===== config.mk =====
export PLATFORM = sky130hd
export DESIGN_NAME = id_issue_stage_flat
export DESIGN_NICKNAME = d
export VERILOG_FILES = /design/src/rtl/core_pkg.sv /design/src/rtl/id_issue_stage_if.sv /design/src/rtl/id_issue_stage_decode.sv /design/src/rtl/id_issue_stage.sv /design/src/flat_wrapper.sv
export SDC_FILE = /design/constraint.sdc
export NUM_CORES = 1
export LEC_CHECK = 0
export ABC_AREA = 1
export ABC_CLOCK_PERIOD_IN_PS = 5200
export CAP_MARGIN = 20
export CORE_ASPECT_RATIO = 1.5
export CORE_MARGIN = 2
export CORE_UTILIZATION = 49
export CTS_CLUSTER_DIAMETER = 120
export CTS_CLUSTER_SIZE = 12
export DETAILED_ROUTE_END_ITERATION = 6
export PLACE_DENSITY = 0.95
export SLEW_MARGIN = 20
export SYNTH_ARGS = -nofsm -noshare
export SYNTH_HDL_FRONTEND = slang
export SYNTH_SLANG_ARGS = --single-unit

===== constraint.sdc =====
create_clock -name clk -period 5.2 [get_ports clk]
set_input_delay 0.52 -clock clk [delete_from_list [all_inputs] [get_ports clk]]
set_output_delay 0.52 -clock clk [all_outputs]
set_load 0.005 [all_outputs]

===== src/rtl/core_pkg.sv =====
// Shared definitions for the delayed-branch core: ALU codes, opcodes,
// branch kinds, instruction field positions and decode result types.
package core_pkg;

    localparam logic [3:0] ALU_ADD  = 4'd0;
    localparam logic [3:0] ALU_SUB  = 4'd1;
    localparam logic [3:0] ALU_AND  = 4'd2;
    localparam logic [3:0] ALU_OR   = 4'd3;
    localparam logic [3:0] ALU_PASS = 4'd4;

    localparam logic [3:0] OPC_NOP  = 4'd0;
    localparam logic [3:0] OPC_ADD  = 4'd1;
    localparam logic [3:0] OPC_SUB  = 4'd2;
    localparam logic [3:0] OPC_AND  = 4'd3;
    localparam logic [3:0] OPC_OR   = 4'd4;
    localparam logic [3:0] OPC_ADDI = 4'd5;
    localparam logic [3:0] OPC_LI   = 4'd6;
    localparam logic [3:0] OPC_BEQ  = 4'd7;
    localparam logic [3:0] OPC_BNE  = 4'd8;
    localparam logic [3:0] OPC_J    = 4'd9;

    localparam logic [1:0] BR_NONE = 2'd0;
    localparam logic [1:0] BR_BEQ  = 2'd1;
    localparam logic [1:0] BR_BNE  = 2'd2;
    localparam logic [1:0] BR_J    = 2'd3;

    localparam int OPC_LO = 28;
    localparam int RD_LO  = 24;
    localparam int RS1_LO = 20;
    localparam int RS2_LO = 16;
    localparam int IMM_LO = 0;

    typedef enum logic [1:0] {SEL_RS2 = 2'd0, SEL_SIMM = 2'd1, SEL_ZERO = 2'd2} sel_b_e;
    typedef enum logic {S_RUN = 1'b0, S_SLOT = 1'b1} issue_state_e;

    typedef struct packed {
        logic [3:0] alu_op;
        sel_b_e     sel_b;
        logic       wen;
        logic [1:0] br_kind;
        logic       illegal;
    } decode_t;

    function automatic logic is_branch(input logic [3:0] opc);
        return (opc == OPC_BEQ) || (opc == OPC_BNE) || (opc == OPC_J);
    endfunction

endpackage


===== src/rtl/id_issue_stage_if.sv =====
// Issue bus from the decode/issue stage to EX: registered operands,
// writeback and branch control under a valid/ready handshake.
interface id_issue_stage_if #(
    parameter int XLEN       = 32,
    parameter int NREGS_LOG2 = 4
);
    logic                  valid;
    logic                  ready;
    logic [XLEN-1:0]       op_a;
    logic [XLEN-1:0]       op_b;
    logic [3:0]            alu_op;
    logic [NREGS_LOG2-1:0] rd;
    logic                  wen;
    logic [1:0]            br_kind;
    logic [XLEN-1:0]       br_target;
    logic                  in_slot;
    logic                  slot_err;

    modport master (
        output valid, op_a, op_b, alu_op, rd, wen, br_kind, br_target, in_slot, slot_err,
        input  ready
    );

    modport slave (
        input  valid, op_a, op_b, alu_op, rd, wen, br_kind, br_target, in_slot, slot_err,
        output ready
    );
endinterface


===== src/rtl/id_issue_stage_decode.sv =====
// Combinational opcode decode: ALU operation, operand-B source,
// writeback enable, branch kind and illegal flag.
module id_decode
    import core_pkg::*;
#(
    parameter int NREGS_LOG2 = 4
) (
    input  logic [3:0]            i_opc,
    input  logic [NREGS_LOG2-1:0] i_rd,
    output decode_t               o_dec
);

    // Opcode table; illegal opcodes fall back to a NOP shape.
    always_comb begin
        o_dec = '{alu_op: ALU_ADD, sel_b: SEL_RS2, wen: 1'b0, br_kind: BR_NONE, illegal: 1'b0};
        case (i_opc)
            OPC_NOP:  o_dec.wen = 1'b0;
            OPC_ADD:  o_dec.wen = 1'b1;
            OPC_SUB:  begin o_dec.alu_op = ALU_SUB; o_dec.wen = 1'b1; end
            OPC_AND:  begin o_dec.alu_op = ALU_AND; o_dec.wen = 1'b1; end
            OPC_OR:   begin o_dec.alu_op = ALU_OR;  o_dec.wen = 1'b1; end
            OPC_ADDI: begin o_dec.sel_b = SEL_SIMM; o_dec.wen = 1'b1; end
            OPC_LI:   begin o_dec.alu_op = ALU_PASS; o_dec.sel_b = SEL_SIMM; o_dec.wen = 1'b1; end
            OPC_BEQ:  begin o_dec.alu_op = ALU_SUB; o_dec.br_kind = BR_BEQ; end
            OPC_BNE:  begin o_dec.alu_op = ALU_SUB; o_dec.br_kind = BR_BNE; end
            OPC_J:    begin o_dec.alu_op = ALU_PASS; o_dec.sel_b = SEL_ZERO; o_dec.br_kind = BR_J; end
            default:  o_dec.illegal = 1'b1;
        endcase
        if (i_rd == {NREGS_LOG2{1'b0}}) begin
            o_dec.wen = 1'b0;
        end else begin
            o_dec.wen = o_dec.wen;
        end
    end

endmodule


===== src/rtl/id_issue_stage.sv =====
// Decode/issue stage: reads the register file, registers ALU operands and
// control for EX, and tracks the single architectural delay slot.
module id_issue_stage
    import core_pkg::*;
#(
    parameter int XLEN       = 32,
    parameter int NREGS_LOG2 = 4
) (
    input  logic                  clk,
    input  logic                  rst,
    input  logic                  i_if_valid,
    output logic                  o_if_ready,
    input  logic [31:0]           i_if_instr,
    input  logic [XLEN-1:0]       i_if_pc,
    output logic [NREGS_LOG2-1:0] o_rf_raddr1,
    output logic [NREGS_LOG2-1:0] o_rf_raddr2,
    input  logic [XLEN-1:0]       i_rf_rdata1,
    input  logic [XLEN-1:0]       i_rf_rdata2,
    id_issue_stage_if.master      ex
);

    issue_state_e          r_state;
    logic                  r_valid;
    logic [XLEN-1:0]       r_op_a;
    logic [XLEN-1:0]       r_op_b;
    logic [3:0]            r_alu_op;
    logic [NREGS_LOG2-1:0] r_rd;
    logic                  r_wen;
    logic [1:0]            r_br_kind;
    logic [XLEN-1:0]       r_br_target;
    logic                  r_in_slot;
    logic                  r_slot_err;

    decode_t               w_dec;
    logic [3:0]            w_opc;
    logic [NREGS_LOG2-1:0] w_rd;
    logic [15:0]           w_imm;
    logic [XLEN-1:0]       w_simm;
    logic [XLEN-1:0]       w_op_b;
    logic [XLEN-1:0]       w_target;
    logic                  w_accept;
    logic                  w_branch;
    logic                  w_squash;
    logic                  w_kill;

    assign w_opc       = i_if_instr[OPC_LO +: 4];
    assign w_rd        = i_if_instr[RD_LO +: NREGS_LOG2];
    assign w_imm       = i_if_instr[IMM_LO +: 16];
    assign w_simm      = {{(XLEN-16){w_imm[15]}}, w_imm};
    assign o_rf_raddr1 = i_if_instr[RS1_LO +: NREGS_LOG2];
    assign o_rf_raddr2 = i_if_instr[RS2_LO +: NREGS_LOG2];

    id_decode #(.NREGS_LOG2(NREGS_LOG2)) u_decode (
        .i_opc (w_opc),
        .i_rd  (w_rd),
        .o_dec (w_dec)
    );

    assign o_if_ready = !r_valid || ex.ready;
    assign w_accept   = i_if_valid && o_if_ready;
    assign w_branch   = is_branch(w_opc);
    // A branch sitting in the delay slot is demoted to a NOP and flagged.
    assign w_squash   = (r_state == S_SLOT) && w_branch;
    assign w_kill     = w_squash || w_dec.illegal;
    assign w_target   = i_if_pc + {{(XLEN-3){1'b0}}, 3'd4} + (w_simm << 2);

    // Operand-B source select.
    always_comb begin
        w_op_b = i_rf_rdata2;
        case (w_dec.sel_b)
            SEL_RS2:  w_op_b = i_rf_rdata2;
            SEL_SIMM: w_op_b = w_simm;
            SEL_ZERO: w_op_b = {XLEN{1'b0}};
            default:  w_op_b = i_rf_rdata2;
        endcase
    end

    // Issue register and delay-slot FSM.
    always_ff @(posedge clk or posedge rst) begin
        if (rst) begin
            r_state     <= S_RUN;
            r_valid     <= 1'b0;
            r_op_a      <= {XLEN{1'b0}};
            r_op_b      <= {XLEN{1'b0}};
            r_alu_op    <= ALU_ADD;
            r_rd        <= {NREGS_LOG2{1'b0}};
            r_wen       <= 1'b0;
            r_br_kind   <= BR_NONE;
            r_br_target <= {XLEN{1'b0}};
            r_in_slot   <= 1'b0;
            r_slot_err  <= 1'b0;
        end else if (w_accept) begin
            r_valid     <= 1'b1;
            r_op_a      <= i_rf_rdata1;
            r_op_b      <= w_op_b;
            r_alu_op    <= w_kill ? ALU_ADD : w_dec.alu_op;
            r_rd        <= w_rd;
            r_wen       <= w_kill ? 1'b0 : w_dec.wen;
            r_br_kind   <= w_kill ? BR_NONE : w_dec.br_kind;
            r_br_target <= (w_kill || (w_dec.br_kind == BR_NONE)) ? {XLEN{1'b0}} : w_target;
            r_in_slot   <= (r_state == S_SLOT);
            r_slot_err  <= w_squash;
            case (r_state)
                S_RUN:   r_state <= w_branch ? S_SLOT : S_RUN;
                S_SLOT:  r_state <= S_RUN;
                default: r_state <= S_RUN;
            endcase
        end else begin
            r_slot_err <= 1'b0;
            r_valid    <= ex.ready ? 1'b0 : r_valid;
        end
    end

    assign ex.valid     = r_valid;
    assign ex.op_a      = r_op_a;
    assign ex.op_b      = r_op_b;
    assign ex.alu_op    = r_alu_op;
    assign ex.rd        = r_rd;
    assign ex.wen       = r_wen;
    assign ex.br_kind   = r_br_kind;
    assign ex.br_target = r_br_target;
    assign ex.in_slot   = r_in_slot;
    assign ex.slot_err  = r_slot_err;

endmodule


===== src/flat_wrapper.sv =====
// flat-port wrapper written by rule: the top's interface ports become plain ports
module id_issue_stage_flat import core_pkg::*;
#(
    parameter int XLEN       = 32,
    parameter int NREGS_LOG2 = 4
)
  (clk, rst, i_if_valid, o_if_ready, i_if_instr, i_if_pc, o_rf_raddr1, o_rf_raddr2, i_rf_rdata1, i_rf_rdata2, ex_valid, ex_op_a, ex_op_b, ex_alu_op, ex_rd, ex_wen, ex_br_kind, ex_br_target, ex_in_slot, ex_slot_err, ex_ready);
  id_issue_stage_if #(.XLEN(XLEN), .NREGS_LOG2(NREGS_LOG2)) ex_i ();
  input  logic clk;
  input  logic rst;
  input  logic i_if_valid;
  output logic o_if_ready;
  input  logic [31:0] i_if_instr;
  input  logic [XLEN-1:0] i_if_pc;
  output logic [NREGS_LOG2-1:0] o_rf_raddr1;
  output logic [NREGS_LOG2-1:0] o_rf_raddr2;
  input  logic [XLEN-1:0] i_rf_rdata1;
  input  logic [XLEN-1:0] i_rf_rdata2;
  output wire logic [$bits(ex_i.valid)-1:0] ex_valid;
  output wire logic [$bits(ex_i.op_a)-1:0] ex_op_a;
  output wire logic [$bits(ex_i.op_b)-1:0] ex_op_b;
  output wire logic [$bits(ex_i.alu_op)-1:0] ex_alu_op;
  output wire logic [$bits(ex_i.rd)-1:0] ex_rd;
  output wire logic [$bits(ex_i.wen)-1:0] ex_wen;
  output wire logic [$bits(ex_i.br_kind)-1:0] ex_br_kind;
  output wire logic [$bits(ex_i.br_target)-1:0] ex_br_target;
  output wire logic [$bits(ex_i.in_slot)-1:0] ex_in_slot;
  output wire logic [$bits(ex_i.slot_err)-1:0] ex_slot_err;
  input wire logic [$bits(ex_i.ready)-1:0] ex_ready;
  assign ex_valid = ex_i.valid;
  assign ex_op_a = ex_i.op_a;
  assign ex_op_b = ex_i.op_b;
  assign ex_alu_op = ex_i.alu_op;
  assign ex_rd = ex_i.rd;
  assign ex_wen = ex_i.wen;
  assign ex_br_kind = ex_i.br_kind;
  assign ex_br_target = ex_i.br_target;
  assign ex_in_slot = ex_i.in_slot;
  assign ex_slot_err = ex_i.slot_err;
  assign ex_i.ready = ex_ready;
  id_issue_stage #(.XLEN(XLEN), .NREGS_LOG2(NREGS_LOG2)) u_core (.clk(clk), .rst(rst), .i_if_valid(i_if_valid), .o_if_ready(o_if_ready), .i_if_instr(i_if_instr), .i_if_pc(i_if_pc), .o_rf_raddr1(o_rf_raddr1), .o_rf_raddr2(o_rf_raddr2), .i_rf_rdata1(i_rf_rdata1), .i_rf_rdata2(i_rf_rdata2), .ex(ex_i));
endmodule

==> results of run 1 <==
## logic make-up (layout without fill, tap and decap cells)
kind of cell,count (synthesis),after routing,synth area share
AO/OA/AOI/OAI,118,118,0.09476
adder cells (fa/ha/maj),59,59,0.1070
other,1,2,0.0005379
AND/OR/NAND/NOR,513,513,0.2968
XOR/XNOR,9,9,0.01131
flip-flops,110,110,0.3948
buffers and inverters,154,369,0.09476
## metrics by stage
stage | utilization | area, um2 | setup slack [ns]
global placement | 0.6686 | 9355 | 1.648
CTS | 0.6889 | 9639 | 1.881
detailed placement | 0.6686 | 9355 | 1.583
finish | 0.6893 | 9644 | 1.826
floorplan | - | 6972 | 1.778
global route | 0.6893 | 9644 | 1.563
## critical path, stage by stage
cell	delay, ns
clkdlybuf4s50_1	0.47
nor2_1	0.15
inv_1	0.06
nor2_2	0.16
inv_1	0.06
nor2_1	0.16
inv_1	0.07
ha_1	0.27
buf_4	0.32
inv_1	0.08
nand2_1	0.07
clkinv_1	0.38
nand2_1	0.60
a21oi_1	0.18
## placed cells by master, fill, tap and decap left out, drive strengths merged
master         count
a22o               4
nand2            387
o41ai              1
nor3               3
o22ai              1
nand3             38
xor2               2
inv              118
xnor2              7
a22oi             15
a21o               1
o21bai             2
a21oi             52
clkbuf            10
diode              1
dfrtp            110
ha                58
fa                 1
clkdlybuf4s50    233
nand4              5
buf                3
nor2              77
clkinvlp           2
conb               1
o21ai             41
nand3b             2
nor4               1
a31oi              1
clkinv             3
## sequential cells by signal, summed over array words and instances, names as in the netlist
signal               cells
u_core.ex.br_target     32
u_core.ex.op_a          32
u_core.ex.op_b          32
u_core.ex.rd             4
u_core.ex.alu_op         3
u_core.ex.br_kind        2
u_core.ex.in_slot        1
u_core.ex.slot_err       1
u_core.ex.valid          1
u_core.ex.wen            1
u_core.r_state           1
## metal layers
metal / vias up / GRT usage / wire length, um
li1: 3444 / - / -
met1: 3259 / 0.2938 / 7584
met2: 259 / 0.5199 / 11360
met3: 70 / 0.04271 / 1231
met4: 0 / 0.1351 / 1076
met5: - / 0 / 0
## worst min-delay path by stage
stage	slack, ns	startpoint	end
floorplan	0.46	u_core.r_state	u_core.ex.in_slot
global placement	0.46	u_core.ex.op_a[10]	u_core.ex.op_a[10]
detailed placement	0.46	u_core.ex.op_a[27]	u_core.ex.op_a[27]
CTS	0.49	u_core.ex.op_a[27]	u_core.ex.op_a[27]
global route	0.50	u_core.ex.op_a[15]	u_core.ex.op_a[15]
finish	0.48	u_core.ex.op_a[27]	u_core.ex.op_a[27]
## Yosys cell counts
cell type,instances,area [um2]
nand2_1,386,1449
inv_1,113,424.2
dfrtp_1,110,2753
nor2_1,74,277.8
ha_1,58,725.7
a21oi_1,52,260.3
nand3_1,28,140.1
o21ai_0,26,130.1
a22oi_1,15,112.6
buf_2,14,70.07
o21ai_1,14,70.07
buf_4,11,82.58
clkbuf_1,10,37.54
nand3_2,10,100.1
xnor2_1,7,61.31
nand4_1,5,31.28
a22o_1,4,35.03
inv_2,3,11.26
nor3_1,3,15.01
nand3b_1,2,15.01
nor2_4,2,22.52
o21bai_1,2,15.01
xor2_1,2,17.52
a21o_1,1,7.510
a31oi_1,1,6.260
buf_12,1,20.02
buf_6,1,11.26
clkinv_1,1,3.750
conb_1,1,3.750
fa_1,1,20.02
nand2_2,1,6.260
nor2_2,1,6.260
nor4_1,1,6.260
o21ai_2,1,8.760
o22ai_1,1,6.260
o41ai_1,1,8.760
## final cells by class
| type | instances | share of cell area |
|---|---|---|
| antenna | 1 | 0.0002595 |
| clock buffer | 10 | 0.02374 |
| clock inverter | 6 | 0.005708 |
| inverter | 117 | 0.04606 |
| multi-input combinational | 700 | 0.3697 |
| sequential | 110 | 0.2854 |
| tap | 192 | 0.02491 |
| timing repair buffer | 236 | 0.2442 |
## power by group
part / leakage, nW / total, mW / switching [mW] / internal [mW]
combinational: 3.38 / 0.852 / 0.424 / 0.428
sequential: 1.39 / 1.02 / 0.0619 / 0.962
clock: 0.133 / 0.667 / 0.332 / 0.334
total: 4.91 / 2.54 / 0.818 / 1.72
==> qor.csv, run 1 <==
stage,metric,value,unit
finish,final std cells w/o fill,1372,
critical_path,internal reg-to-reg setup slack,2.81,ns
global_routing,vias in the first global route,6795,
power,power per cell area,263.6,nW/um2
yosys,"Distinct cells, synth",36,
sta,post-route minimum period,3.374,ns
finish,area delta synth->final,38.33,%
critical_path,r2r startpoint,u_core.ex.valid,
finish,area of all sequential standard cells,2753,um2
clock_tree,clock buffer depth,2,
critical_path,"Req. time, crit path",5.39,ns
yosys,cells after synthesis,964,
sta,final hold vios,0,
sta,Max-Slew Margin vs Limit,0.3980,
yosys,sequential element share of the synthesized area,0.3948,
critical_path,CP arrival,3.57,ns
routing,1st-pass router iterations,5,
critical_path,crit end category,register,
place,Detailed Place HPWL,16760,um
critical_path,CP endpoint,u_core.ex.op_b[28],
power,Tot Pwr,2.542,mW
yosys,Synth Net Count,1155,
run_status,status,finished clean,
place,dpl cells,1355,
finish,share of cells above drive strength 1,0.03223,
sta,TNS Setup,0,ns
routing,DR WL/cell,15.49,um
critical_path,Critical path origin,i_if_instr[29],
clock_tree,clk root buf,clkbuf_16,
critical_path,worst-path fanout max,33,
routing,Post-Route WL,21250,um
global_routing,initial antenna violation count,1,
power,VDD IR-drop max,0.1635,mV
die,Die Span Y,150.1,um
finish,Nets,1365,
global_routing,GRT Residual Overflow,0,
clock_tree,clock-pin slew on the worst setup and hold paths,0.07,ns
clock_tree,clk sinks,110,
sta,final hold slack,0.4801,ns
clock_tree,clk_lat worst skew,0.35,ns
die,Horiz. Die Dim,101.4,um
routing,Routed Antenna Nets,0,
clock_tree,Post-CTS Hold Buffers,0,
sta,fmax,0.2964,GHz
flow_run,max_cap viols,0,
place,GPL Wtd Cong,0.9600,
yosys,Mean Syn Cell Area,7.232,um2
routing,via density per instance,5.125,
routing,Iteration-0 DRC Markers,306,
global_routing,first-pass GRT wire length,32950,um
clock_tree,TritonCTS clock tree,done,
critical_path,kind of critical path,input pin to register,
sta,Final Skew,0.01352,ns
die,initial core utilization,0.4983,
worst_hold_path,Worst Hold Class,register to register,
critical_path,Reg2Reg Depth,7,
finish,area occupied by multi-input gates,3566,um2
sta,worst slew pin tran,0.9018,ns
routing,Residual DRC,0,
sta,Pins Over Slew Limit,0,
critical_path,Critical Path Source Type,input pin,
die,Die Area,15220,um2
worst_hold_path,Hold Crit Depth,2,
clock_tree,# H-tree levels,3,
sta,post-route clock period utilization,0.6489,
global_routing,largest net degree at the start of global routing,84,
yosys,yosys warns,0,
finish,FILL cells,1112,
power,Leakage,4.907,nW
clock_tree,CTS Buf Count,9,
global_routing,All-Layer GR Usage,0.2766,
routing,via count,7032,
place,port bufs,233,
die,I/O pin count,251,
yosys,"flops & latches, synth",110,
sta,# setup viols final,0,
yosys,mapped cell area,6972,um2
critical_path,Reg2Reg Capture Point,u_core.ex.br_target[15],
die,FP Rows,53,
sta,RSZ-0062 raised after global routing,false,
die,core box area,13990,um2
clock_tree,post-CTS sizing,0,
clock_tree,"Setup Fix Bufs, Post-CTS",0,
(Power assumes the default switching activity.)
==> run 2, diff against run 1 <==
- ABC_CLOCK_PERIOD_IN_PS: 5200 -> 3100
- CORE_UTILIZATION: 49 -> 41
- PLACE_DENSITY: 0.95 -> 0.89
- clock period: 5.2 -> 3.1 ns (I/O delays scaled with it)
==> run 2 against run 1 <==
Effect of this change: cell area up 1.5%; utilization is 10 points lower; sequential power rose by 68%; power rose by 71%; critical path depth is 3 higher; count of clock-buffer cells in the layout is 1 lower; via count grew 0.27%; first-iteration DRC count grew 24%; sequential share of layout area down 0.42 points; flip-flop and latch count unchanged; clock power increased by 75%; register-to-register slack got worse by 1.6 ns.
==> qor.csv, run 2 (synthesis results as in run 1) <==
stage,metric,value,unit,change
run_status,status,finished clean,,
place,Post-DP Area,9484,um2,+1.4%
sta,RSZ-0062 raised after global routing,false,,
routing,Iteration-0 DRC Markers,379,,+24%
power,VDD IR-drop max,0.2617,mV,+60%
sta,Max-Slew Margin vs Limit,0.4801,,+0.08211
global_routing,initial antenna violation count,0,,-1
clock_tree,TritonCTS clock tree,done,,
finish,fin area,9787,um2,+1.5%
sta,final hold vios,0,,unchanged
routing,via count,7051,,+0.27%
critical_path,internal reg-to-reg setup slack,1.26,ns,-1.55 ns
worst_hold_path,Worst Hold Class,input pin to asynchronous set/reset pin,,
power,power per cell area,443.2,nW/um2,+68%
die,Die Span Y,163.7,um,+9.1%
routing,via density per instance,5.044,,-1.6%
sta,Pins Over Slew Limit,0,,unchanged
sta,fmax,0.3699,GHz,
routing,Routed Antenna Nets,0,,unchanged
place,Detailed Place HPWL,17710,um,+5.6%
finish,Final Util,0.5864,,-0.1029
clock_tree,Post-CTS Hold Buffers,0,,unchanged
critical_path,Reg2Reg Depth,6,,-1
sta,TNS Setup,0,ns,unchanged
critical_path,Critical Path Source Type,input pin,,
clock_tree,clk root buf,clkbuf_16,,
routing,DR WL/cell,15.95,um,+2.9%
routing,Post-Route WL,22290,um,+4.9%
clock_tree,CTS Buf Count,9,,unchanged
sta,final hold slack,0.4459,ns,-0.03423 ns
finish,"most common cell after layout, fill and taps aside",nand2_1,,
critical_path,CP arrival,2.94,ns,-0.63 ns
sta,post-route minimum period,2.703,ns,
routing,Residual DRC,0,,unchanged
global_routing,All-Layer GR Usage,0.2431,,-0.03345
place,Post-Place Setup Slack,0.07540,ns,-1.507 ns
clock_tree,clk sinks,110,,unchanged
die,FP Rows,58,,+9.4%
global_routing,GRT Residual Overflow,0,,unchanged
place,port bufs,233,,unchanged
place,dpl cells,1382,,+2.0%
sta,setup ws final,0.3968,ns,-1.429 ns
global_routing,vias in the first global route,6967,,+2.5%
sta,# setup viols final,0,,unchanged
clock_tree,clk_lat worst skew,0.35,ns,about the same
clock_tree,clock-pin slew on the worst setup and hold paths,0.08,ns,about the same
finish,FILL cells,1518,,+37%
critical_path,r2r startpoint,u_core.ex.valid,,
critical_path,crit end category,register,,
critical_path,worst-path fanout max,4,,-88%
clock_tree,post-CTS sizing,0,,unchanged
place,GPL Wtd Cong,0.9279,,-3.3%
die,initial core utilization,0.4177,,-0.08057
finish,final std cells w/o fill,1398,,+1.9%
routing,1st-pass router iterations,5,,unchanged
finish,area delta synth->final,40.38,%,
critical_path,"Req. time, crit path",3.34,ns,-2.05 ns
sta,Final Skew,0.01440,ns,+0.0008769 ns
clock_tree,clock buffer depth,2,,unchanged
clock_tree,"Setup Fix Bufs, Post-CTS",0,,unchanged
critical_path,kind of critical path,input pin to register,,
clock_tree,# H-tree levels,3,,unchanged
die,I/O pin count,251,,unchanged
die,Die Area,18080,um2,+19%
sta,worst slew pin tran,0.7783,ns,-0.1235 ns
sta,post-route clock period utilization,0.8720,,
global_routing,first-pass GRT wire length,35040,um,+6.3%
finish,Nets,1374,,+0.66%
die,core box area,16690,um2,+19%
power,Leakage,4.979,nW,+1.4%
finish,most frequent cells in the layout,"385 x nand2_1, 233 x clkdlybuf4s50_1, 112 x inv_1",,
flow_run,max_cap viols,0,,unchanged
power,Tot Pwr,4.338,mW,+71%
global_routing,largest net degree at the start of global routing,106,,+26%
die,Horiz. Die Dim,110.5,um,+9.0%
finish,ant diodes,0,,-1
finish,share of cells above drive strength 1,0.04040,,+0.008173
critical_path,Reg2Reg Capture Point,u_core.ex.op_a[26],,
## run 2: routing by layer
layer / global-route usage / vias up / wire, um
met4: 0.1261 / 0 / 1075
met2: 0.4579 / 265 / 11790
met3: 0.03616 / 66 / 1045
li1: - / 3476 / -
met5: 0 / - / 0
met1: 0.2630 / 3244 / 8385
## run 2: worst max-delay path, stage by stage
cell	delay, ns
clkdlybuf4s50_1	0.50
inv_1	0.06
ha_1	0.20
inv_1	0.06
ha_1	0.22
inv_1	0.07
fa_1	0.40
inv_1	0.12
nand3_1	0.09
nand3_1	0.20
nand3_1	0.10
nand3_1	0.20
nand2_1	0.11
nand2_1	0.08
nand2_1	0.07
nand3_2	0.08
nand2_1	0.05
## run 2: report_power, final
| part | internal [mW] | switching [mW] |
|---|---|---|
| Clock | 0.576 | 0.594 |
| Combinational | 0.730 | 0.723 |
| Sequential | 1.61 | 0.101 |
| Total | 2.92 | 1.42 |
## run 2: how the worst max path moves through the flow
stage | start | endpoint | slack [ns]
floorplan | i_if_instr[29] | u_core.ex.op_b[19] | 1.06
global placement | i_if_instr[0] | u_core.ex.br_target[23] | 0.13
finish | i_if_instr[0] | u_core.ex.br_target[23] | 0.40
detailed placement | i_if_instr[0] | u_core.ex.br_target[23] | 0.08
global route | i_if_instr[0] | u_core.ex.br_target[23] | 0.24
CTS | i_if_instr[0] | u_core.ex.br_target[23] | 0.45
## run 2: area by class of cell
type	count	area (um2)	share of cell area
clock buffer	9	225.2	0.02301
clock inverter	7	77.57	0.007926
inverter	117	442.9	0.04526
multi-input combinational	700	3566	0.3644
sequential	110	2753	0.2813
tap	210	262.8	0.02685
timing repair buffer	245	2460	0.2513
